**src/rtl/bit8_to_trit5_unpack.sv**
```systemverilog
// Receive-side S3 unpacker: each accepted byte holds 5 base-3 digits (trit0 least significant),
// emitted one trit per cycle in index order. Define S3_UNPACK_CHECK_EN to flag bytes above 242 on err.
module bit8_to_trit5_unpack #(
  parameter int N_TRITS = 700,
  parameter int IDX_W   = 10
) (
  input  logic             clk,
  input  logic             ovr_rst,
  input  logic             start,
  input  logic [7:0]       in_byte,
  input  logic             in_valid,
  output logic             in_ready,
  output logic [1:0]       trit,
  output logic             trit_valid,
  input  logic             trit_ready,
  output logic [IDX_W-1:0] trit_idx,
  output logic             last,
  output logic             busy,
  output logic             done,
  output logic             err
);

  localparam logic [1:0] ST_IDLE = 2'd0;
  localparam logic [1:0] ST_LOAD = 2'd1;
  localparam logic [1:0] ST_EMIT = 2'd2;
  localparam logic [1:0] ST_DONE = 2'd3;

  localparam logic [IDX_W-1:0] LAST_IDX = IDX_W'(N_TRITS - 1);

  if ((64'd1 << IDX_W) <= 64'(N_TRITS)) begin : g_bad_idx_w
    $error("IDX_W too narrow for N_TRITS");
  end

  logic [1:0]       state_q, state_d;
  logic [7:0]       r_q, r_d;
  logic [2:0]       k_q, k_d;
  logic [IDX_W-1:0] idx_q, idx_d;
  logic             in_ready_q, in_ready_d;

  logic       byte_take;
  logic       trit_xfer;
  logic [7:0] r_mod3;

  assign byte_take = (state_q == ST_LOAD) && in_valid && in_ready_q;
  assign trit_xfer = (state_q == ST_EMIT) && trit_ready;
  assign r_mod3    = r_q % 8'd3;

  // NOTE: every signal gets a default at the top of an always_comb so no path leaves
  // it unassigned; that is what keeps this block from inferring latches.
  always_comb begin
    state_d = state_q;
    r_d     = r_q;
    k_d     = k_q;
    idx_d   = idx_q;
    case (state_q)
      ST_IDLE: begin
        if (start) begin
          idx_d   = '0;
          state_d = ST_LOAD;
        end
      end
      ST_LOAD: begin
        if (byte_take) begin
          r_d     = in_byte;
          k_d     = 3'd0;
          state_d = ST_EMIT;
        end
      end
      ST_EMIT: begin
        if (trit_xfer) begin
          // Repeated divide by 3 peels digits LSB first; for bytes 243..255 the
          // fifth digit comes out as 3 and is reduced by the mod on the output.
          r_d   = r_q / 8'd3;
          k_d   = k_q + 3'd1;
          idx_d = idx_q + IDX_W'(1);
          if (idx_q == LAST_IDX) begin
            state_d = ST_DONE;
          end else if (k_q == 3'd4) begin
            state_d = ST_LOAD;
          end
        end
      end
      ST_DONE: state_d = ST_IDLE;
      default: state_d = ST_IDLE;
    endcase
    in_ready_d = (state_d == ST_LOAD);
  end

  // NOTE: sequential state uses non-blocking assignments so all flops sample the
  // pre-edge values together; blocking here would create order-dependent races.
  always_ff @(posedge clk or posedge ovr_rst) begin
    if (ovr_rst) begin
      state_q    <= ST_IDLE;
      r_q        <= 8'd0;
      k_q        <= 3'd0;
      idx_q      <= '0;
      in_ready_q <= 1'b0;
    end else begin
      state_q    <= state_d;
      r_q        <= r_d;
      k_q        <= k_d;
      idx_q      <= idx_d;
      in_ready_q <= in_ready_d;
    end
  end

`ifdef S3_UNPACK_CHECK_EN
  logic err_q, err_d;

  always_comb begin
    err_d = err_q;
    if ((state_q == ST_IDLE) && start) begin
      err_d = 1'b0;
    end else if (byte_take && (in_byte > 8'd242)) begin
      err_d = 1'b1;
    end
  end

  always_ff @(posedge clk or posedge ovr_rst) begin
    if (ovr_rst) begin
      err_q <= 1'b0;
    end else begin
      err_q <= err_d;
    end
  end

  assign err = err_q;
`else
  assign err = 1'b0;
`endif

  assign in_ready   = in_ready_q;
  assign trit_valid = (state_q == ST_EMIT);
  assign trit       = trit_valid ? r_mod3[1:0] : 2'd0;
  assign trit_idx   = idx_q;
  assign last       = trit_valid && (idx_q == LAST_IDX);
  assign busy       = (state_q != ST_IDLE);
  assign done       = (state_q == ST_DONE);

endmodule

```
**config.mk**
```make
export PLATFORM = sky130hd
export DESIGN_NAME = bit8_to_trit5_unpack
export DESIGN_NICKNAME = d
export VERILOG_FILES = /design/src/rtl/bit8_to_trit5_unpack.sv
export SDC_FILE = /design/constraint.sdc
export NUM_CORES = 1
export LEC_CHECK = 0
export BUFFER_PORTS_ARGS = -buffer_cell sky130_fd_sc_hd__buf_4
export CAP_MARGIN = 15
export CORE_MARGIN = 2
export CORE_UTILIZATION = 52
export CTS_CLUSTER_SIZE = 16
export DETAILED_ROUTE_END_ITERATION = 8
export GPL_ROUTABILITY_DRIVEN = 0
export GPL_TIMING_DRIVEN = 0
export PLACE_DENSITY = 0.82
export SLEW_MARGIN = 25
export SYNTH_ARGS = -nofsm -noshare
export SYNTH_HDL_FRONTEND = slang
export SYNTH_SLANG_ARGS = --single-unit
```
**constraint.sdc**
```tcl
create_clock -name clk -period 3.7 [get_ports clk]
set_clock_uncertainty 0.2 [all_clocks]
set_input_delay 0.555 -clock clk [delete_from_list [all_inputs] [get_ports clk]]
set_output_delay 0.555 -clock clk [all_outputs]
set_load 0.01 [all_outputs]
```
==> results by stage <==
Outcome:
- The flow ran to the end, but the final reports show violations.
- The final reports fail on setup timing.

STA:
- Setup repair after global routing could not meet its margin everywhere.
- Based on the critical path, the design can be clocked at up to 0.238 GHz.
- Setup violations remaining at the end of the flow were counted as 2.
- The time the worst path needs with I/O delays and setup is 4.21 ns.
- The number of max-slew violations in the final report was 0.
- The transition at the pin with the smallest max-transition slack is 0.851 ns.
- The number of hold violations in the final report is 0.
- Setup slack on the critical path of the routed design comes to -0.506 ns.
- Dividing the final minimum period by the clock period gives 114%.
- The worst pin sits at a relative slew slack of 42.9%.

Yosys:
- The number of nets produced by synthesis is 259.
- By area the synthesized netlist is led by sky130_fd_sc_hd__dfrtp_1 30%, sky130_fd_sc_hd__ha_1 5.6%, sky130_fd_sc_hd__a21oi_1 4.0%, sky130_fd_sc_hd__nand2_1 3.7%, sky130_fd_sc_hd__o21ai_0 3.5%.
- The post-synthesis average cell area is 8.47 sq um.
- The most used flip-flop cell after synthesis is sky130_fd_sc_hd__dfrtp_1.
- The fraction of registers with async set or reset after synthesis is 100%.
- In this run, synthesis produced a sequential element count of 24.
- Synthesis produced 237 cells.
- The most area-hungry cell type in the Yosys netlist is sky130_fd_sc_hd__dfrtp_1.
- The post-synthesis instance area is 2010 sq um.
- The number of warnings issued by yosys is 0.
- The share of the synthesized area in the top cell type is 29.9%.
- The most instantiated library cell after synthesis is sky130_fd_sc_hd__dfrtp_1.
- The netlist uses 60 different library cells.
- Ranked by instance count, the synthesized netlist is headed by 24 x sky130_fd_sc_hd__dfrtp_1, 20 x sky130_fd_sc_hd__nand2_1, 16 x sky130_fd_sc_hd__a21oi_1, 16 x sky130_fd_sc_hd__nor2_1.
- The post-synthesis sequential area ratio is 29.9%.
- The synthesized design contains 0 enable-type register cells.

Routing:
- After detailed routing, the number of remaining DRC violations is 0.
- The final wirelength is 4820 um.
- After the first detailed-routing iteration, the DRC count stood at 114.
- For this block, the via count after detailed routing is 1,875.
- In the routed layout, each cell is associated on average with a via count of 5.75.
- The count of nets left with antenna violations after detail routing is 0.
- Dividing the detail-routed wire length by the instance count gives 14.8 um.
- For this run, the detailed router's first-pass iteration total came to 4.

Finish:
- The final net count is 301.
- The final cell count without fillers is 326.
- The number of diodes added for antenna fixing is 0.
- Counting the fill cells in the layout gives 314.
- Cells with a size suffix above 1 make up 28.1% of the layout.
- The area added between synthesis and finish is 24.5%.

Clocking:
- TritonCTS built the clock tree.
- In this run the number of H-tree levels came out at 1.
- Clock tree synthesis selected as its root buffer the cell sky130_fd_sc_hd__clkbuf_8.
- The worst-skew pair later-pin latency is 0.27 ns.
- Clock-pin slew was measured on the worst setup and hold paths at 0.08 ns.
- For this design, the sink count on the clock tree is 24.
- The clock passes through at most 2 buffers.
- Counting the buffers created by CTS gives 3.

Setup path:
- The worst setup path is captured at a primary output.
- The worst setup path is of the reg2out kind.
- The kind of start point of the critical path is a flip-flop.
- Setup slack on the worst reg-to-reg path comes out at 0.30 ns.
- The critical path data required time is 2.94 ns.
- At the worst endpoint, the arrival time is 3.45 ns.
- The largest driver fanout on the critical path is 10.

Floorplanning:
- The initial core utilization is 54.4%.
- The row count is 22.
- The height of the die is 66.1 um.
- The floorplan step set the die width to 66.1 um.
- The number of top-level pins is 31.
- In this run the standard cell core region covers 3690 sq um.
- The floorplan die area is 4380 sq um.

GRT:
- Entering global routing, the biggest net connects 25 pins.
- The met1 track demand over resource in global routing is 32.1%.
- The first global-routing pass estimated 8050 um of wire.
- The total grt overflow is 0.
- The met2 track utilization from global routing is 41.5%.
- Global routing used 2.04% of the available met3 tracks.
- The global-route usage over all layers is 23.9%.
- The number of global-route vias before repair was 1,768.
- The number of antenna violations at the first check in global routing is 0.
- The layer flagged by global routing as most heavily used is met2.

Placed design:
- Prior to clock tree synthesis, the placed netlist has a worst setup slack of -0.343 ns.
- The port buffer count is 29.
- The cell total after placement is 314.
- The estimated wirelength of the detail-placed design is 3570 um.

Power:
- The maximum vdd ir drop is 460 uV.
- Power spread over the standard cell area amounts to 1010 nW/um^2.
- The static leakage is 1.14 nW.

Job:
- Max-cap violations in this run came to 0.

Worst hold path:
- The path class of the tightest hold or removal check is in2async.
[layout by cell type, fill, tap and decap left out, drive strengths merged, types with 8 or more instances in the layout]
cell	count
inv	13
ha	9
nor2	17
xor2	8
nand2	20
a21oi	17
dfrtp	24
buf	51
clkbuf	8
o21ai	16
[sequential cells by signal (all words and copies together), names as in the netlist]
signal	count
in_ready	1
trit_idx	10
state_q	2
k_q	3
r_q	8
[kinds of logic (layout without fill, tap and decap cells)]
family,Yosys count,count (layout),synth area share (%)
AO/OA/AOI/OAI,74,74,26.0
AND/OR/NAND/NOR,82,82,22.8
multiplexers,3,3,2.12
adder cells (fa/ha/maj),9,9,5.61
other,1,1,0.187
buffers and inverters,32,73,8.16
flip-flops,24,24,29.9
XOR/XNOR,12,12,5.23
[critical path, stage by stage (launching register included)]
cell and delay [ns]:
sky130_fd_sc_hd__dfrtp_1 0.39, sky130_fd_sc_hd__buf_6 0.14, sky130_fd_sc_hd__buf_4 0.13, sky130_fd_sc_hd__nor4b_2 0.35, sky130_fd_sc_hd__nor3_2 0.07, sky130_fd_sc_hd__a211oi_2 0.24
sky130_fd_sc_hd__nor3_4 0.08, sky130_fd_sc_hd__inv_2 0.07, sky130_fd_sc_hd__ha_4 0.15, sky130_fd_sc_hd__a2111oi_4 0.05, sky130_fd_sc_hd__o211ai_1 0.12, sky130_fd_sc_hd__o21ai_2 0.10
sky130_fd_sc_hd__ha_2 0.20, sky130_fd_sc_hd__or2_4 0.23, sky130_fd_sc_hd__a2111oi_4 0.28, sky130_fd_sc_hd__mux2i_4 0.15, sky130_fd_sc_hd__a21oi_2 0.17, sky130_fd_sc_hd__o21a_1 0.15
sky130_fd_sc_hd__buf_4 0.12
[routing by layer]
metal | routed length [um] | part of all wire [%] | up-vias
met5 | 0 | 0 | -
met4 | 72 | 1.5 | 0
met3 | 162 | 3.4 | 7
met2 | 2400 | 50 | 42
met1 | 2190 | 45 | 893
li1 | - | - | 933
[timing repair]
item	4_1_cts	5_1_grt
resized for setup	10	0
hold buffers	0	0
endpoints found under the setup margin	2	2
pin swaps	3	3
buffers inserted	5	3
[report_power, final]
group	switching (W)	total (W)	internal (W)
combinational	0.00102	0.00192	0.000896
clock	0.0000841	0.000179	0.0000951
sequential	0.0000790	0.000420	0.000341
[through the flow]
step	hold slack (ns)	utilization (%)	total power [W]	setup TNS, ns	instance area (sq um)
finish	0.153	67.8	0.00252	-0.963	2500
global route	0.211	67.8	0.00273	-1.32	2500
CTS	0.316	67.2	0.00246	-0.775	2480
detailed placement	0.321	63.5	0.00213	-0.686	2340
global placement	0.295	63.5	0.00207	-0.499	2340
floorplan	0.275	-	0.00177	-0.0166	2060
[layout make-up]
type	instances	area, sq um	share of cell area [%]
Sequential cell	24	601	24.0
Multi-Input combinational cell	181	1330	53.0
Timing Repair Buffer	37	278	11.1
Tap cell	48	60.1	2.40
Clock buffer	4	55.1	2.20
Buffer	18	129	5.15
Inverter	14	52.6	2.10
[final timing paths]
kind / start / to / depth (start not counted)
max: r_q[6]$_DFFE_PP0P_ / trit[1] / 18
min: ovr_rst / trit_idx[5]$_DFFE_PP0P_ / 2
max reg2reg: r_q[6]$_DFFE_PP0P_ / r_q[0]$_DFFE_PP0P_ / 18
min reg2reg: k_q[1]$_DFFE_PP0P_ / k_q[1]$_DFFE_PP0P_ / 2
max in group asynchronous: ovr_rst / r_q[4]$_DFFE_PP0P_ / 2
min in group clk: k_q[1]$_DFFE_PP0P_ / k_q[1]$_DFFE_PP0P_ / 2
Power figures use the tool's default switching activity.
